===== src/rtl/fab_clk_timebase.sv =====
// fab_clk_timebase
//   Reset sequencer and fabric timebase running on FAB_CLK.
//   - Holds SYS_RESET high for RST_HOLD_CYCLES cycles after RESET releases.
//   - Once running, produces a 1 us tick, the N64 bit-cell quarter phase and
//     strobe, a 1 ms tick and a free-running 16-bit microsecond timestamp.
//   - SYNC_CLR realigns the dividers so the next 1 us tick lands US_DIV
//     cycles after the request cycle; the timestamp keeps counting.
//   Optional build macro FAB_CLK_TIMEBASE_LOCK_GATE_EN: when defined, the
//   sequencer also requires FAB_LOCK=1 to leave reset, and any loss of lock
//   sends it back to reset. When undefined, FAB_LOCK is ignored.
module fab_clk_timebase #(
    parameter int unsigned CLK_FREQ_HZ     = 100000000,
    parameter int unsigned RST_HOLD_CYCLES = 16,
    parameter int unsigned MS_DIV          = 1000
) (
    input  logic        FAB_CLK,
    input  logic        RESET,
    input  logic        FAB_LOCK,
    input  logic        SYNC_CLR,
    output logic        SYS_RESET,
    output logic        TICK_1US,
    output logic [1:0]  BIT_PHASE,
    output logic        BIT_STROBE,
    output logic        TICK_1MS,
    output logic [15:0] US_COUNT
);

    localparam int unsigned US_DIV = CLK_FREQ_HZ / 1000000;
    localparam int unsigned DIV_W  = (US_DIV > 1) ? $clog2(US_DIV) : 1;
    localparam int unsigned MS_W   = (MS_DIV > 1) ? $clog2(MS_DIV) : 1;

    localparam logic [DIV_W-1:0] DIV_LAST  = DIV_W'(US_DIV - 1);
    localparam logic [MS_W-1:0]  MS_LAST   = MS_W'(MS_DIV - 1);
    localparam logic [15:0]      HOLD_LAST = 16'(RST_HOLD_CYCLES - 1);

    // Parameter sanity: the tick pipeline needs at least two cycles per us.
    if (((CLK_FREQ_HZ % 1000000) != 0) || (CLK_FREQ_HZ < 2000000)) begin : g_bad_clk
        $error("fab_clk_timebase: CLK_FREQ_HZ must be a multiple of 1 MHz and >= 2 MHz");
    end
    if ((RST_HOLD_CYCLES < 1) || (RST_HOLD_CYCLES > 65535)) begin : g_bad_hold
        $error("fab_clk_timebase: RST_HOLD_CYCLES must be in 1..65535");
    end
    if (MS_DIV < 1) begin : g_bad_ms
        $error("fab_clk_timebase: MS_DIV must be at least 1");
    end

    typedef enum logic [1:0] {
        S_RESET = 2'd0,
        S_HOLD  = 2'd1,
        S_RUN   = 2'd2
    } state_t;

    state_t            state_r;
    state_t            state_s;
    logic [15:0]       hold_cnt_r;
    logic [15:0]       hold_cnt_s;
    logic              lock_ok_s;

    logic [DIV_W-1:0]  div_cnt_r;
    logic [DIV_W-1:0]  div_cnt_s;
    logic [MS_W-1:0]   ms_cnt_r;
    logic [MS_W-1:0]   ms_cnt_s;
    logic [1:0]        bit_phase_r;
    logic [1:0]        bit_phase_s;
    logic [15:0]       us_count_r;
    logic [15:0]       us_count_s;
    logic              sys_reset_r;
    logic              sys_reset_s;
    logic              tick_1us_r;
    logic              tick_1us_s;
    logic              bit_strobe_r;
    logic              bit_strobe_s;
    logic              tick_1ms_r;
    logic              tick_1ms_s;
    logic              run_s;
    logic              tick_due_s;

`ifdef FAB_CLK_TIMEBASE_LOCK_GATE_EN
    assign lock_ok_s = FAB_LOCK;
`else
    // In the CCC bypass build FAB_LOCK is tied low and deliberately ignored.
    logic unused_fab_lock_s;
    assign unused_fab_lock_s = FAB_LOCK;
    assign lock_ok_s         = 1'b1;
`endif

    // Reset sequencer next state: RESET (or lost lock) always wins, then hold count-down.
    always_comb begin
        state_s    = state_r;
        hold_cnt_s = 16'd0;
        if (RESET || !lock_ok_s) begin
            state_s = S_RESET;
        end else begin
            case (state_r)
                S_RESET: begin
                    state_s = S_HOLD;
                end
                S_HOLD: begin
                    if (hold_cnt_r == HOLD_LAST) begin
                        state_s = S_RUN;
                    end else begin
                        state_s    = S_HOLD;
                        hold_cnt_s = hold_cnt_r + 16'd1;
                    end
                end
                S_RUN: begin
                    state_s = S_RUN;
                end
                default: begin
                    state_s = S_RESET;
                end
            endcase
        end
    end

    // Sequencer state register.
    always_ff @(posedge FAB_CLK) begin
        if (RESET) begin
            state_r    <= S_RESET;
            hold_cnt_r <= 16'd0;
        end else begin
            state_r    <= state_s;
            hold_cnt_r <= hold_cnt_s;
        end
    end

    // Timebase next values: dividers only advance while staying in S_RUN; SYNC_CLR beats the tick.
    always_comb begin
        run_s        = (state_r == S_RUN) && (state_s == S_RUN);
        tick_due_s   = (div_cnt_r == DIV_LAST);
        sys_reset_s  = (state_s != S_RUN);
        div_cnt_s    = DIV_W'(0);
        ms_cnt_s     = MS_W'(0);
        bit_phase_s  = 2'd0;
        us_count_s   = 16'd0;
        tick_1us_s   = 1'b0;
        bit_strobe_s = 1'b0;
        tick_1ms_s   = 1'b0;
        if (run_s) begin
            // The timestamp follows the tick already on the output, even across a realign.
            if (tick_1us_r) begin
                us_count_s = us_count_r + 16'd1;
            end else begin
                us_count_s = us_count_r;
            end
            if (SYNC_CLR) begin
                div_cnt_s    = DIV_W'(0);
                ms_cnt_s     = MS_W'(0);
                bit_phase_s  = 2'd0;
                tick_1us_s   = 1'b0;
                bit_strobe_s = 1'b0;
                tick_1ms_s   = 1'b0;
            end else begin
                if (tick_due_s) begin
                    div_cnt_s = DIV_W'(0);
                end else begin
                    div_cnt_s = div_cnt_r + DIV_W'(1);
                end
                tick_1us_s   = tick_due_s;
                bit_strobe_s = tick_due_s && (bit_phase_r == 2'd3);
                tick_1ms_s   = tick_due_s && (ms_cnt_r == MS_LAST);
                if (tick_1us_r) begin
                    bit_phase_s = bit_phase_r + 2'd1;
                    if (ms_cnt_r == MS_LAST) begin
                        ms_cnt_s = MS_W'(0);
                    end else begin
                        ms_cnt_s = ms_cnt_r + MS_W'(1);
                    end
                end else begin
                    bit_phase_s = bit_phase_r;
                    ms_cnt_s    = ms_cnt_r;
                end
            end
        end else begin
            div_cnt_s    = DIV_W'(0);
            ms_cnt_s     = MS_W'(0);
            bit_phase_s  = 2'd0;
            us_count_s   = 16'd0;
            tick_1us_s   = 1'b0;
            bit_strobe_s = 1'b0;
            tick_1ms_s   = 1'b0;
        end
    end

    // Timebase counters and registered outputs.
    always_ff @(posedge FAB_CLK) begin
        if (RESET) begin
            sys_reset_r  <= 1'b1;
            div_cnt_r    <= DIV_W'(0);
            ms_cnt_r     <= MS_W'(0);
            bit_phase_r  <= 2'd0;
            us_count_r   <= 16'd0;
            tick_1us_r   <= 1'b0;
            bit_strobe_r <= 1'b0;
            tick_1ms_r   <= 1'b0;
        end else begin
            sys_reset_r  <= sys_reset_s;
            div_cnt_r    <= div_cnt_s;
            ms_cnt_r     <= ms_cnt_s;
            bit_phase_r  <= bit_phase_s;
            us_count_r   <= us_count_s;
            tick_1us_r   <= tick_1us_s;
            bit_strobe_r <= bit_strobe_s;
            tick_1ms_r   <= tick_1ms_s;
        end
    end

    assign SYS_RESET  = sys_reset_r;
    assign TICK_1US   = tick_1us_r;
    assign BIT_PHASE  = bit_phase_r;
    assign BIT_STROBE = bit_strobe_r;
    assign TICK_1MS   = tick_1ms_r;
    assign US_COUNT   = us_count_r;

endmodule

===== config.mk =====
export PLATFORM = sky130hd
export DESIGN_NAME = fab_clk_timebase
export DESIGN_NICKNAME = d
export VERILOG_FILES = /design/src/rtl/fab_clk_timebase.sv
export SDC_FILE = /design/constraint.sdc
export NUM_CORES = 1
export LEC_CHECK = 0
export CORE_MARGIN = 2
export CORE_UTILIZATION = 55
export DETAILED_ROUTE_END_ITERATION = 8
export GPL_TIMING_DRIVEN = 0
export MAX_ROUTING_LAYER = met4
export PLACE_DENSITY = 0.89
export SLEW_MARGIN = 20
export SYNTH_ARGS = -nofsm -noshare
export SYNTH_HDL_FRONTEND = slang
export SYNTH_SLANG_ARGS = --single-unit
export TNS_END_PERCENT = 20

===== constraint.sdc =====
create_clock -name FAB_CLK -period 3.95 [get_ports FAB_CLK]
set_clock_uncertainty 0.2 [all_clocks]
set_input_delay 0.79 -clock FAB_CLK [delete_from_list [all_inputs] [get_ports FAB_CLK]]
set_output_delay 0.79 -clock FAB_CLK [all_outputs]
set_load 0.01 [all_outputs]

==> results of run 1 <==
## flip-flops by register name (all words and copies together) (netlist names)
register	cells
ms_cnt_r	10
TICK_1US	1
SYS_RESET	1
BIT_STROBE	1
TICK_1MS	1
hold_cnt_r	16
state_r	2
US_COUNT	16
BIT_PHASE	2
div_cnt_r	7
## cell families after synthesis
| group | after synthesis |
|---|---|
| and+or+nand+nor | 131 |
| DFF | 57 |
| xor gates and xnor gates | 39 |
| AOI/OAI and AO/OA | 14 |
| buffers and inverters | 12 |
| adders and majority gates | 5 |
| muxes | 3 |
## routing by layer
| layer | routed length, microns | vias to the layer above | track usage |
|---|---|---|---|
| met3 | 226 | 14 | 0.07504 |
| met2 | 2174 | 45 | 0.3228 |
| met1 | 2077 | 920 | 0.2443 |
| met4 | 116 | 0 | 0.1154 |
| met5 | 0 | - | - |
| li1 | - | 977 | - |
## layout by cell type (no fill, tap or decap), drive strengths merged
master	synthesis	layout
o21ai	5	5
nor2b	1	1
or3	4	4
buf	6	6
ha	5	5
or2	1	1
xnor2	21	21
o21ba	1	1
a21oi	4	4
clkbuf	0	14
nor4	7	7
dfxtp	57	57
and3	8	8
o21bai	1	1
clkdlybuf4s50	0	24
or3b	1	1
mux2i	3	3
nor3	11	11
nor4bb	1	1
xor2	18	18
o21a	1	1
and2	1	1
nor2	49	49
a311oi	1	1
and4	4	4
nor3b	1	1
bufinv	0	1
nand4	15	15
nand3	15	15
nand2	11	11
a41o	1	1
nor4b	1	1
clkinv	0	1
inv	6	6
## worst paths after layout
kind / startpoint / endpoint / slack (ps)
hold / removal: div_cnt_r[0] / div_cnt_r[0] / 250
setup reg to reg: ms_cnt_r[0] / ms_cnt_r[2] / 2070
hold reg to reg: div_cnt_r[0] / div_cnt_r[0] / 250
setup / recovery: US_COUNT[2] / US_COUNT[2] / 1600
## layout make-up
| type | instances | area share |
|---|---|---|
| Clock inverter | 2 | 0.01210 |
| Timing Repair Buffer | 24 | 0.08297 |
| Clock buffer | 14 | 0.05964 |
| Inverter | 6 | 0.007779 |
| Multi-Input combinational cell | 192 | 0.4118 |
| Buffer | 6 | 0.009939 |
| Tap cell | 50 | 0.02161 |
| Sequential cell | 57 | 0.3941 |
## power by group through the flow
stage / registers [mW] / logic (mW) / clock network [mW]
6_report: 0.578 / 0.00896 / 0.557
2_1_floorplan: 0.590 / 0.00472 / 0
3_5_place_dp: 0.590 / 0.00884 / 0
3_3_place_gp: 0.590 / 0.00883 / 0
4_1_cts: 0.578 / 0.00910 / 0.569
5_1_grt: 0.577 / 0.0100 / 0.598
==> flow_metrics.env, run 1 <==
export IMPL_status="completed"
export IMPL_max_clock_freq_mhz=425.0
export IMPL_drive_gt1_frac=0.07973
export IMPL_synth_top_family_by_area="simple AND/OR/NAND/NOR gates"
export IMPL_place_congestion=0.7744
export IMPL_core_sq_um=4086
export IMPL_leakagePower_nw=0.9760
export IMPL_hold_violations=0
export IMPL_p_sw_frac=0.1930
export IMPL_start_kind="flip-flop"
export IMPL_cts_buffer_depth=2
export IMPL_yosysTopAreaCell="dfxtp_1"
export IMPL_synth_flop_cell="dfxtp_1"
export IMPL_die_area_sq_um=4879
export IMPL_crit_cells=1
export IMPL_stdcell_count=351
export IMPL_synthesis_instances=261
export IMPL_synth_adder_area_share=0.02623
export IMPL_synthDistinctLibCells=35
export IMPL_drt_wirelength_per_cell_microns=13.09
export IMPL_clkPwrFrac=0.487
export IMPL_drt_iter0_markers=102
export IMPL_finalSetupTns_ps=0
export IMPL_synthToLayoutAreaGrowth_pct=21.41
export IMPL_grt_setup_unrepaired="false"
export IMPL_synthArstFlopShare=0
export IMPL_placedCellCount=335
export IMPL_die_w_microns=69.85
export IMPL_finalPower_mw=1.143
export IMPL_insertion_delay_ps=340
export IMPL_worstPathRequired_ps=2960
export IMPL_routed_wl_microns=4595
export IMPL_grt_pass1_wl_microns=7935
export IMPL_drv_cap=0
export IMPL_dp_slack_ps=1312
export IMPL_slowest_delay_ps=580
export IMPL_grt_max_degree=11
export IMPL_multi_input_area_sq_um=1192
export IMPL_cts_sinks=57
export IMPL_reg2regPathDepth=5
export IMPL_firstDrtPassIters=5
export IMPL_worstPathBufferInverterCount=1
export IMPL_path_delay_family="buffers and inverters"
export IMPL_hp_class="reg -> reg"
export IMPL_rows=23
export IMPL_power_switching_mw=0.2207
export IMPL_setup_ws_ps=1597
export IMPL_worst_pin_slew_ps=441.8
export IMPL_whs_ps=246.8
export IMPL_syn_num_nets=270
export IMPL_crit_fanout=6
export IMPL_dpl_cell_area_sq_um=2688
export IMPL_synth_most_common_cell="dfxtp_1"
export IMPL_viasPerCell=5.573
export IMPL_synth_top_cells_by_count="57 x dfxtp_1, 49 x nor2_1, 21 x xnor2_1"
export IMPL_io_buffers=24
export IMPL_synth_compound_area_frac=0.03882
export IMPL_yosysTopAreaCellShare=0.4785
export IMPL_pin_count=26
export IMPL_cts_tree="done"
export IMPL_path_cells="clkdlybuf4s50_1"
export IMPL_n_fill_cell=330
export IMPL_post_cts_setup_buffers=0
export IMPL_hold_depth=1
export IMPL_power_density_nw_per_um2=394.9
export IMPL_fin_crit_ps=2353
export IMPL_yosys_register_bits=57
export IMPL_dp_hpwl_microns=3167
export IMPL_numCtsBuffers=9
export IMPL_syn_cell_area_sq_um=2385
export IMPL_synth_mux_area_frac=0.01259
export IMPL_final_area_sq_um=2895
export IMPL_via_count=1956
export IMPL_drtAntennaViolNets=0
export IMPL_end_kind="output pin"
export IMPL_cts_hold_repair_buffers=0
export IMPL_synth_xor_area_frac=0.1432
export IMPL_crit_type="reg -> out"
export IMPL_antenna_found_initial=0
export IMPL_drc_errors=0
export IMPL_cell_internal_pwr_mw=0.9226
export IMPL_grt_usage=0.2120
export IMPL_synth_edf_count=0
export IMPL_synth_simple_area_share=0.2791
export IMPL_root_buffer="clkbuf_8"
export IMPL_slowest_stage="clkdlybuf4s50_1"
export IMPL_cts_clk_slew_worst_paths_ps=60
export IMPL_fp_dieH_microns=69.85
export IMPL_seqCellArea_sq_um=1141
export IMPL_n_antenna_cell=0
export IMPL_maxSlewViolCount=0
export IMPL_post_cts_resize_count=0
export IMPL_ys_seq_area_frac=0.4785
export IMPL_crit_arrival_ps=1360
export IMPL_utilization=0.7085
export IMPL_ir_drop_v=0.0002447
export IMPL_max_slew_margin_rel=0.7055
export IMPL_start_util=0.5836
export IMPL_pwr_share_comb=0.008
export IMPL_yosys_top_cells_area="dfxtp_1 48%, nor2_1 7.7%, xnor2_1 7.7%, xor2_1 6.6%, nand4_1 3.7%"
export IMPL_finalCritPeriodShare=0.5957
export IMPL_grt_overflow=0
export IMPL_final_net_count=305
export IMPL_synthesis_area_per_instance_sq_um=9.137
export IMPL_cts_max_level=3
export IMPL_seqPwrFrac=0.505
export IMPL_setup_viol=0
export IMPL_grt_pass1_vias=1839
export IMPL_yosysWarnings=0
No activity file was read; power rests on OpenSTA's default activity.
==> run 2: changes to the inputs <==
--- a/config.mk
+++ b/config.mk
@@ -6,11 +6,11 @@
 export NUM_CORES = 1
 export LEC_CHECK = 0
 export CORE_MARGIN = 2
-export CORE_UTILIZATION = 55
+export CORE_UTILIZATION = 50
 export DETAILED_ROUTE_END_ITERATION = 8
 export GPL_TIMING_DRIVEN = 0
 export MAX_ROUTING_LAYER = met4
-export PLACE_DENSITY = 0.89
+export PLACE_DENSITY = 0.86
 export SLEW_MARGIN = 20
 export SYNTH_ARGS = -nofsm -noshare
 export SYNTH_HDL_FRONTEND = slang
==> constraint.sdc (replaced) <==
create_clock -name FAB_CLK -period 2.1 [get_ports FAB_CLK]
set_clock_uncertainty 0.2 [all_clocks]
set_input_delay 0.42 -clock FAB_CLK [delete_from_list [all_inputs] [get_ports FAB_CLK]]
set_output_delay 0.42 -clock FAB_CLK [all_outputs]
set_load 0.01 [all_outputs]
==> run 2 against run 1 <==
  * Cell area up 1.4%
  * Via count down 1.6%
  * Count of clock-buffer cells in the layout shrank 3
  * Sequential power increased by 89%
  * First-iteration DRC count is 5.9% lower
  * Critical path depth is the same
  * Highest routed layer unchanged
==> flow_metrics.env, run 2 (same netlist as run 1, synthesis figures left out) <==
export IMPL_final_net_count=305
export IMPL_finalPower_mw=2.349
export IMPL_drive_gt1_frac=0.08306
export IMPL_cts_buffer_depth=2
export IMPL_drt_wirelength_per_cell_microns=12.45
export IMPL_endpoint="US_COUNT[0]"
export IMPL_crit_type="reg -> out"
export IMPL_antenna_found_initial=0
export IMPL_dpl_cell_area_sq_um=2693
export IMPL_final_cell_mix="57 x dfxtp_1, 49 x nor2_1, 24 x clkdlybuf4s50_1, 21 x xnor2_1, 18 x xor2_1"
export IMPL_grt_max_degree=11
export IMPL_status="completed"
export IMPL_insertion_delay_ps=340
export IMPL_drc_errors=0
export IMPL_io_buffers=24
export IMPL_ir_drop_v=0.0006629
export IMPL_crit_fanout=6
export IMPL_worst_pin_slew_ps=453.4
export IMPL_crit_cells=1
export IMPL_timing_reg2reg_setup_slack_ps=270
export IMPL_grt_setup_unrepaired="false"
export IMPL_firstDrtPassIters=4
export IMPL_drt_iter0_markers=96
export IMPL_cts_tree="done"
export IMPL_drv_cap=0
export IMPL_startpoint="US_COUNT[0]"
export IMPL_maxSlewViolCount=0
export IMPL_rows=25
export IMPL_leakagePower_nw=0.9889
export IMPL_worstPathBufferInverterCount=1
export IMPL_post_cts_setup_buffers=0
export IMPL_path_cells="clkdlybuf4s50_1"
export IMPL_finalCritPeriodShare=0.9498
export IMPL_die_w_microns=73.06
export IMPL_cts_sinks=57
export IMPL_crit_arrival_ps=1370
export IMPL_root_buffer="clkbuf_8"
export IMPL_slowest_delay_ps=590
export IMPL_reg2reg_to="hold_cnt_r[9]"
export IMPL_dp_slack_ps=-149.1
export IMPL_fp_dieH_microns=73.06
export IMPL_cts_max_level=3
export IMPL_grt_overflow=0
export IMPL_path_delay_family="buffers and inverters"
export IMPL_drtAntennaViolNets=0
export IMPL_n_antenna_cell=0
export IMPL_synthToLayoutAreaGrowth_pct=23.14
export IMPL_routed_wl_microns=4418
export IMPL_start_util=0.5117
export IMPL_max_slew_margin_rel=0.6977
export IMPL_post_cts_resize_count=0
export IMPL_end_kind="output pin"
export IMPL_setup_viol=0
export IMPL_final_area_sq_um=2937
export IMPL_core_sq_um=4661
export IMPL_slowest_stage="clkdlybuf4s50_1"
export IMPL_cts_clk_slew_worst_paths_ps=60
export IMPL_grt_pass1_vias=1831
export IMPL_hp_class="reg -> reg"
export IMPL_max_clock_freq_mhz=501.4
export IMPL_placedCellCount=339
export IMPL_power_density_nw_per_um2=799.7
export IMPL_grt_pass1_wl_microns=7769
export IMPL_cts_hold_repair_buffers=0
export IMPL_worstPathRequired_ps=1480
export IMPL_pin_count=26
export IMPL_stdcell_count=355
export IMPL_grt_usage=0.1958
export IMPL_reg2regPathDepth=6
export IMPL_fin_crit_ps=1995
export IMPL_start_kind="flip-flop"
export IMPL_hold_violations=0
export IMPL_dp_hpwl_microns=3013
export IMPL_setup_ws_ps=105.5
export IMPL_numCtsBuffers=9
export IMPL_via_count=1925
export IMPL_layout_commonest_cell="dfxtp_1"
export IMPL_viasPerCell=5.423
export IMPL_place_congestion=0.8697
export IMPL_utilization=0.6301
export IMPL_die_area_sq_um=5338
export IMPL_r2r_start="hold_cnt_r[0]"
run 2: cell types whose count changed in the layout (fill, tap and decap cells not counted), sizes merged:
cell / before / now
bufinv: 1 / 3
clkinvlp: 0 / 1
clkbuf: 14 / 11
run 2: worst reg2reg max path, cell delays in order, from the launching register on:
cell     delay, ps
dfxtp_1        350
ha_1           230
and3_1         210
nand4_1        140
nand3_1        250
buf_2          260
nor2_1          70
run 2: stage by stage:
stage	hold WS, ps	TNS [ps]
CTS	246.8	0
finish	243.0	0
detailed placement	237.3	-1741
global route	283.6	0
floorplan	213.2	0
global placement	225.2	-1199
run 2: worst min-delay path by stage:
stage / startpoint / end / slack, ps / cells past startpoint
after global placement: hold_cnt_r[0] / hold_cnt_r[0] / 230 / 1
after floorplan: div_cnt_r[0] / div_cnt_r[0] / 210 / 1
after detailed placement: div_cnt_r[0] / div_cnt_r[0] / 240 / 1
after CTS: div_cnt_r[0] / div_cnt_r[0] / 250 / 1
after global routing: hold_cnt_r[0] / hold_cnt_r[0] / 280 / 1
final: div_cnt_r[0] / div_cnt_r[0] / 240 / 1
run 2: area by class of cell:
| class | count | area (sq um) |
|---|---|---|
| tap | 54 | 67.56 |
| clock inverter | 5 | 102.6 |
| sequential | 57 | 1141 |
| timing repair buffer | 24 | 240.2 |
| fill | 383 | 1724 |
| clock buffer | 11 | 141.4 |
| buffer | 6 | 28.78 |
| multi-input combinational | 192 | 1192 |
| inverter | 6 | 22.52 |
run 2: power by group:
group | internal (mW) | switching (mW)
Combinational | 0.00710 | 0.00963
Clock | 0.819 | 0.427
Sequential | 1.08 | 0.00250
run 2: layer usage:
metal / part of all wire / GRT usage
met1: 0.45 / 0.2215
met2: 0.48 / 0.3063
met5: 0 / -
met3: 0.046 / 0.08011
met4: 0.015 / 0.08025
